--- config.mk ---
export PLATFORM = sky130hd
export DESIGN_NAME = memoria_arbiter
export DESIGN_NICKNAME = d
export VERILOG_FILES = /design/src/rtl/memoria_arbiter.sv
export SDC_FILE = /design/constraint.sdc
export NUM_CORES = 1
export LEC_CHECK = 0
export ABC_AREA = 1
export BUFFER_PORTS_ARGS = -buffer_cell sky130_fd_sc_hd__buf_4
export CELL_PAD_IN_SITES_DETAIL_PLACEMENT = 1
export CELL_PAD_IN_SITES_GLOBAL_PLACEMENT = 1
export CORE_MARGIN = 2
export CORE_UTILIZATION = 28
export DETAILED_ROUTE_END_ITERATION = 8
export GPL_ROUTABILITY_DRIVEN = 0
export PLACE_DENSITY = 0.77
export SLEW_MARGIN = 15
export SYNTH_ARGS = -nofsm -noshare
export SYNTH_HDL_FRONTEND = slang
export SYNTH_SLANG_ARGS = --single-unit
export TNS_END_PERCENT = 5
--- constraint.sdc ---
create_clock -name clk -period 1.65 [get_ports clk]
set_input_delay 0.165 -clock clk [delete_from_list [all_inputs] [get_ports clk]]
set_output_delay 0.165 -clock clk [all_outputs]
set_load 0.005 [all_outputs]
--- src/rtl/memoria_arbiter.sv ---
// Two-client req/ack arbiter in front of the MemoriaDeco write port and read port A.
// Optional feature: define MEMARB_FIXED_PRIO_EN to give client 0 fixed priority on ties.
//
// state   | meaning
// IDLE    | waiting for a request; grant and latch winner fields
// WRITE   | memwrite pulse for one cycle
// READ    | memread held READ_LAT cycles; read data captured on the last one
// DONE    | ack to winner, response valid, counter bump, rr_ptr update
module memoria_arbiter #(
    parameter int NREGS    = 32,
    parameter int READ_LAT = 1,
    parameter int CNT_W    = 16
) (
    input  logic             clk,
    input  logic             rst_n,
    input  logic             c0_req,
    input  logic             c0_wr,
    input  logic [31:0]      c0_addr,
    input  logic [31:0]      c0_wdata,
    output logic             c0_ack,
    input  logic             c1_req,
    input  logic             c1_wr,
    input  logic [31:0]      c1_addr,
    input  logic [31:0]      c1_wdata,
    output logic             c1_ack,
    output logic [31:0]      rsp_rdata,
    output logic             rsp_err,
    output logic             busy,
    output logic [CNT_W-1:0] served_cnt,
    output logic [31:0]      mem_addrA,
    output logic [31:0]      mem_addrWR,
    output logic [31:0]      mem_write_data,
    output logic             mem_memwrite,
    output logic             mem_memread,
    input  logic [31:0]      mem_read_dataA
);

    localparam int LAT_W = (READ_LAT > 1) ? $clog2(READ_LAT) : 1;

    typedef enum logic [1:0] {S_IDLE, S_WRITE, S_READ, S_DONE} state_t;

    state_t             state, state_d;
    logic               id_q;
    logic               err_q;
    logic               rr_ptr;
    logic [31:0]        addr_q;
    logic [31:0]        wdata_q;
    logic [31:0]        rdata_q;
    logic [LAT_W-1:0]   lat_cnt;

    logic               pick;
    logic               sel_wr;
    logic [31:0]        sel_addr;
    logic [31:0]        sel_wdata;
    logic               sel_err;

    always_comb begin
        pick = 1'b0;
`ifdef MEMARB_FIXED_PRIO_EN
        pick = ~c0_req;
`else
        if (c0_req && c1_req)
            pick = rr_ptr;
        else
            pick = c1_req;
`endif
        sel_wr    = pick ? c1_wr    : c0_wr;
        sel_addr  = pick ? c1_addr  : c0_addr;
        sel_wdata = pick ? c1_wdata : c0_wdata;
        sel_err   = (sel_addr >= 32'(NREGS));
    end

    always_comb begin
        state_d = state;
        case (state)
            S_IDLE: begin
                if (c0_req || c1_req) begin
                    if (sel_err)
                        state_d = S_DONE;
                    else if (sel_wr)
                        state_d = S_WRITE;
                    else
                        state_d = S_READ;
                end
            end
            S_WRITE: state_d = S_DONE;
            S_READ:  if (lat_cnt == '0) state_d = S_DONE;
            S_DONE:  state_d = S_IDLE;
            default: state_d = S_IDLE;
        endcase
    end

    always_ff @(posedge clk or negedge rst_n) begin
        if (!rst_n) begin
            state      <= S_IDLE;
            id_q       <= 1'b0;
            err_q      <= 1'b0;
            rr_ptr     <= 1'b0;
            addr_q     <= '0;
            wdata_q    <= '0;
            rdata_q    <= '0;
            lat_cnt    <= '0;
            served_cnt <= '0;
        end else begin
            state <= state_d;
            case (state)
                S_IDLE: begin
                    if (c0_req || c1_req) begin
                        id_q    <= pick;
                        err_q   <= sel_err;
                        addr_q  <= sel_addr;
                        wdata_q <= sel_wdata;
                        rdata_q <= '0;
                        lat_cnt <= LAT_W'(READ_LAT - 1);
                    end
                end
                S_READ: begin
                    if (lat_cnt == '0)
                        rdata_q <= mem_read_dataA;
                    else
                        lat_cnt <= lat_cnt - 1'b1;
                end
                S_DONE: begin
                    if (served_cnt != '1)
                        served_cnt <= served_cnt + 1'b1;
`ifdef MEMARB_FIXED_PRIO_EN
                    rr_ptr <= 1'b0;
`else
                    rr_ptr <= ~id_q;
`endif
                end
                default: ;
            endcase
        end
    end

    // Strobes and acks decode straight from state so an async reset kills them at once.
    assign mem_memwrite   = (state == S_WRITE);
    assign mem_memread    = (state == S_READ);
    assign busy           = (state != S_IDLE);
    assign c0_ack         = (state == S_DONE) && !id_q;
    assign c1_ack         = (state == S_DONE) &&  id_q;
    assign rsp_err        = (state == S_DONE) && err_q;
    assign rsp_rdata      = rdata_q;
    assign mem_addrA      = addr_q;
    assign mem_addrWR     = addr_q;
    assign mem_write_data = wdata_q;

endmodule
==> results of run 1 <==
[per-layer routing]
layer	routed length, microns	GRT usage
met3	1180	0.0398
met5	0	0
met4	620	0.0686
met2	12400	0.359
met1	9350	0.244
[path summary, 6_finish.rpt]
kind,startpoint,endpoint,slack (ns),cells after the start
setup / recovery,rr_ptr$_DFFE_PN0P_,state[1]$_DFFE_PN0P_,-0.1,13
hold / removal,mem_read_dataA[22],rsp_rdata[22]$_DFFE_PN0P_,0.01,3
setup reg to reg,rr_ptr$_DFFE_PN0P_,state[1]$_DFFE_PN0P_,-0.1,13
hold reg to reg,rsp_rdata[7]$_DFFE_PN0P_,rsp_rdata[7]$_DFFE_PN0P_,0.51,2
max in group asynchronous,rst_n,rsp_rdata[14]$_DFFE_PN0P_,0.89,3
min in group asynchronous,rst_n,mem_addrA[22]$_DFFE_PN0P_,0.32,3
[logic make-up (layout without fill, tap and decap cells)]
| kind of cell | after synthesis | in the layout | synth area share |
|---|---|---|---|
| AND/OR/NAND/NOR | 324 | 324 | 0.236 |
| XOR/XNOR | 12 | 12 | 0.0179 |
| buffers and inverters | 124 | 463 | 0.109 |
| AO/OA/AOI/OAI | 148 | 148 | 0.128 |
| flip-flops | 117 | 117 | 0.499 |
| adder cells (fa/ha/maj) | 5 | 5 | 0.0107 |
[what timing repair did]
action | in CTS | in global routing
setup endpoints to repair | 13 | 65
gates cloned | 2 | 1
pin swaps | 7 | 24
buffers inserted | 2 | 8
hold buffers | 10 | 0
endpoints found under the hold margin | 126 | 0
gates resized for setup | 19 | 60
[sequential cells by signal, indices dropped and copies added, names as in the netlist]
name and cells:
mem_write_data 32, state 2, rr_ptr 1, rsp_rdata 32, mem_addrA 32, id_q 1
err_q 1, served_cnt 16
[synthesized netlist by cell type, types with 2 or more instances]
cell type	instances
xor2_1	7
inv_2	2
o21ai_0	65
clkbuf_1	19
buf_2	17
nor2_1	57
nor2_2	2
dfrtp_1	117
or2_2	2
buf_4	36
inv_1	47
nand2_2	2
ha_1	5
nor3_1	2
nand4_1	5
nand3b_1	21
nand2_1	190
nand3_1	41
buf_6	2
a21oi_1	79
xnor2_1	5
[cells in the final DEF, fill, tap and decap left out, types with 7 or more instances in the layout]
master / n
a21oi_1: 78
buf_12: 9
buf_4: 354
clkbuf_16: 18
dfrtp_1: 115
dlygate4sd3_1: 10
inv_1: 41
inv_2: 7
nand2_1: 162
nand2_2: 28
nand3_1: 38
nand3b_1: 21
nor2_1: 51
o21ai_0: 62
xor2_1: 7
[final cells by class]
type                    instances  area, sq um  area share
repair buffers                383         3100       0.320
flip-flops and latches        117         2930       0.302
multi-input cells             489         2530       0.261
clock buffers                  22          474      0.0489
well taps                     270          338      0.0349
inverters                      49          186      0.0192
clock inverters                 9          126      0.0130
[power by group through the flow]
stage | Sequential [W] | Clock (W) | Combinational (W)
after detailed placement | 0.00508 | 0 | 0.00705
after CTS | 0.00508 | 0.00389 | 0.00726
final | 0.00508 | 0.00379 | 0.00741
after floorplan | 0.00500 | 0 | 0.00318
after global routing | 0.00524 | 0.00404 | 0.00819
after global placement | 0.00501 | 0 | 0.00686
[per-stage QoR]
stage / utilization / std cells
6_report: 0.474 / 1339
5_1_grt: 0.474 / 1339
4_1_cts: 0.462 / 1330
3_5_place_dp: 0.421 / 1285
3_3_place_gp: 0.421 / 1285
2_1_floorplan: - / 730
[worst reg2reg max path, delay by kind of cell, from the launching register on]
family	cells	cell delay, ns
AND/OR/NAND/NOR	10	0.96
flip-flops	1	0.38
buffers and inverters	2	0.23
AO/OA/AOI/OAI	1	0.07
==> out/results.tsv, run 1 <==
metric	value	unit
clk_latency	0.41	ns
maxCapViolations	0	
max_stage_delay	0.38	ns
n_antenna_cell	0	
cts.root.buffer_cell	clkbuf_16	
p_sw	0.00581	W
cp_max_fo	7	
holdWs	0.0117	ns
portBuffers	315	
tightest_slew	0.516	ns
netlist_instances	730	
clock_skew	0.00706	ns
cp-end-kind	flop	
cts.path.max_buffers	2	
fin_crit_sh	1.06	
cts_tree	built	
crit_chain	inv_2 > nand2_4 > nand2_8 > buf_12 > nand2_1 > nand2_1 > nand2_1 > nor2_1 > nand2_1 > nor2_4 > nand3_2 > nand2_1 > a21oi_1	
syn-cell-area	5870	sq um
numCtsBuffers	17	
fmax	0.572	GHz
die_h	149	microns
hold_class	in2reg	
cts_sinks	117	
ys_seq_area_frac	0.499	
dp_slack	-0.115	ns
area_growth	65.2	%
htree_levels	4	
slew_violations	0	
critPathTopFamily	simple AND/OR/NAND/NOR gates	
ys_ff_latch	117	
pwr-share-comb	0.455	
powerDensity	1680	nW/um^2
dpl-instance-area	8590	sq um
ys.warnings.count	0	
p_sw_frac	0.357	
min_period	1.75	ns
dieArea	22100	sq um
synth_top_area_frac	0.499	
path_buf_inv	2	
crit_required	1.93	ns
ir_drop	0.830	mV
synthFlopType	dfrtp_1	
rsz0062_at_grt	yes	
vias	6231	
grt_max_degree	79	
num_rows	52	
finalSetupTns	-0.269	ns
wl_per_cell	17.6	microns
drt-total-wl	23.5	mm
cpMostUsedCell	nand2_1	
crit_type	reg2reg	
p_total	0.0163	W
violations	setup timing	
nets	1228	
core-area	20400	sq um
async_flop_share	1.00	
viasPerCell	4.65	
track_usage	0.202	
antenna_left	0	
n_fill_cell	2448	
slowest_stage	dfrtp_1	
clkPwrFrac	0.233	
relSlewSlack	0.656	
internal-power	0.0105	W
dr.pass1.iters	4	
synth.top_cells.by_area	dfrtp_1 (50%), nand2_1 (12%), a21oi_1 (6.7%)	
power.leakage	4.91	nW
start_util	0.287	
drcViolationCount	0	
status	complete, but fails checks	
dp_hpwl	16.5	mm
seqPwrFrac	0.312	
drive_above_1_share	0.437	
critical_path_arrival	2.03	ns
dieWidth	149	microns
grt_pass1_vias	6518	
stdcell_area	9690	sq um
final.setup.worst_slack	-0.0983	ns
synth_edf_count	0	
drtIter0Drc	230	
syn_avg_cell_area	8.04	sq um
syn_nets	901	
grt_overflow	0	
setup_viol	3	
path_clk_slew	0.05	ns
ios	316	
grt_pass1_wl	34.8	mm
ys_types	28	
hold_viol	0	
yosysTopAreaCell	dfrtp_1	
cp-start-kind	flop	
antenna_found_initial	0	
No activity file was read; power rests on OpenSTA's default activity.
==> run 2, diff against run 1 <==
--- a/config.mk
+++ b/config.mk
@@ -10,10 +10,11 @@
 export CELL_PAD_IN_SITES_DETAIL_PLACEMENT = 1
 export CELL_PAD_IN_SITES_GLOBAL_PLACEMENT = 1
 export CORE_MARGIN = 2
-export CORE_UTILIZATION = 28
+export CORE_UTILIZATION = 31
 export DETAILED_ROUTE_END_ITERATION = 8
 export GPL_ROUTABILITY_DRIVEN = 0
-export PLACE_DENSITY = 0.77
+export PLACE_DENSITY = 0.81
+export SETUP_SLACK_MARGIN = 0.5
 export SLEW_MARGIN = 15
 export SYNTH_ARGS = -nofsm -noshare
 export SYNTH_HDL_FRONTEND = slang
==> constraint.sdc (replaced) <==
create_clock -name clk -period 1.8 [get_ports clk]
set_input_delay 0.18 -clock clk [delete_from_list [all_inputs] [get_ports clk]]
set_output_delay 0.18 -clock clk [all_outputs]
set_load 0.005 [all_outputs]
==> out/results.tsv, run 2 (same netlist as run 1, synthesis figures left out) <==
metric	value	unit
status	finished clean	
grtUsageMet1	0.270	
worstSetupStartpoint	rr_ptr$_DFFE_PN0P_	
critPathTopFamily	simple AND/OR/NAND/NOR gates	
grtUsageMet2	0.404	
ir_drop	0.732	mV
die_h	142	microns
stdcell_area	9610	sq um
drt-total-wl	23.2	mm
n_fill_cell	2219	
clk_latency	0.41	ns
crit_chain	inv_2 > nand2_4 > buf_12 > nand2_8 > nand2_1 > nand2_1 > nand2_1 > nor2_2 > nand2_2 > nor2_4 > nand3_2 > nand2_2 > a21oi_2	
crit_type	reg2reg	
powerDensity	1570	nW/um^2
crit_required	2.08	ns
seqCellArea	2930	sq um
dieArea	20000	sq um
relSlewSlack	0.787	
min_from	mem_read_dataA[30]	
power.leakage	4.87	nW
ios	316	
numCtsBuffers	17	
antenna_left	0	
wl_per_cell	18.0	microns
n_antenna_cell	0	
fin_crit_sh	0.959	
clock_skew	0.0114	ns
gr-usage-met3	0.0462	
portBuffers	315	
rsz0062_at_grt	yes	
hold_class	in2reg	
dpl-instance-area	8380	sq um
grt_max_degree	47	
hold_depth	3	
setup_viol	0	
final_common_cell	buf_4	
fmax	0.579	GHz
num_rows	50	
dieWidth	142	microns
grt-busiest-layer	met2	
cts.root.buffer_cell	clkbuf_16	
critical_path_arrival	2.00	ns
drcViolationCount	0	
cpMostUsedCell	nand2_1	
cts_tree	built	
antenna_found_initial	0	
reg2reg_depth	13	
hold_viol	0	
r2r_start	rr_ptr$_DFFE_PN0P_	
track_usage	0.225	
p_total	0.0151	W
grt_pass1_vias	6514	
slowest_stage	dfrtp_1	
path_buf_inv	2	
drtIter0Drc	186	
multiInputGateArea	2610	sq um
cp-end-kind	flop	
dp_hpwl	16.1	mm
area_growth	63.8	%
max_stage_delay	0.37	ns
cp-start-kind	flop	
grt_pass1_wl	35.1	mm
min_to	rsp_rdata[30]$_DFFE_PN0P_	
start_util	0.315	
path_clk_slew	0.06	ns
min_period	1.73	ns
r2r_setup_slack	0.07	ns
vias	6205	
mostFrequentLayoutCells	buf_4 (344), nand2_1 (172), dfrtp_1 (115), a21oi_1 (77), o21ai_0 (64)	
cp_max_fo	8	
cts_sinks	117	
core-area	18600	sq um
r2r-end	state[1]$_DFFE_PN0P_	
viasPerCell	4.81	
cts.path.max_buffers	2	
slew_violations	0	
htree_levels	4	
drive_above_1_share	0.436	
dr.pass1.iters	4	
fin_util	0.516	
maxCapViolations	0	
nets	1214	
tightest_slew	0.316	ns
grt_overflow	0	
## run 2: power by group
group / total, W / internal (W) / switching, W / leakage [nW]
sequential: 0.00468 / 0.00379 / 0.000884 / 1.42
combinational: 0.00696 / 0.00367 / 0.00329 / 3.16
clock: 0.00342 / 0.00215 / 0.00127 / 0.289
total: 0.0151 / 0.00962 / 0.00545 / 4.87
## run 2: area by class of cell
cell class / instances / area share
multi-input combinational: 492 / 0.271
tap: 234 / 0.0305
clock buffer: 21 / 0.0490
sequential: 117 / 0.305
timing repair buffer: 366 / 0.312
inverter: 49 / 0.0197
clock inverter: 11 / 0.0130
## run 2: how the worst max path moves through the flow
stage                            endpoint  slack, ns  cells past startpoint
3_5_place_dp         state[1]$_DFFE_PN0P_       0.02                     10
4_1_cts              state[0]$_DFFE_PN0P_       0.12                     12
3_3_place_gp         state[0]$_DFFE_PN0P_       0.09                     10
5_1_grt              state[0]$_DFFE_PN0P_      -0.04                     13
2_1_floorplan  served_cnt[13]$_DFFE_PN0P_       0.31                     11
6_report             state[1]$_DFFE_PN0P_       0.07                     13
## run 2: worst reg2reg max path, stage by stage (launching register included)
cell	delay (ns)
dfrtp_1	0.37
inv_2	0.08
nand2_4	0.08
buf_12	0.16
nand2_8	0.10
nand2_1	0.07
nand2_1	0.09
nand2_1	0.08
nor2_2	0.14
nand2_2	0.08
nor2_4	0.15
nand3_2	0.09
nand2_2	0.08
a21oi_2	0.05
## run 2: layer usage
metal,vias up,share of wire
met1,3001,0.40
met3,35,0.053
met2,210,0.52
met4,0,0.023
li1,2959,-
met5,-,0
## run 2: per-stage QoR
step	std cells	setup TNS (ns)	worst slack [ns]	hold WS (ns)
detailed placement	1225	0	0.0175	0.0852
finish	1290	0	0.0734	0.0318
floorplan	730	0	0.312	-0.116
global placement	1225	0	0.0912	0.0825
global route	1290	-0.0804	-0.0401	0.0184
CTS	1278	0	0.116	0.0140
## run 2: repair_timing
item	in CTS	in global routing
setup buffers	14	12
resized for setup	41	37
gates cloned	6	0
pin swaps	7	24
endpoints found under the hold margin	96	0
endpoints found under the setup margin	122	124
hold buffers	1	0
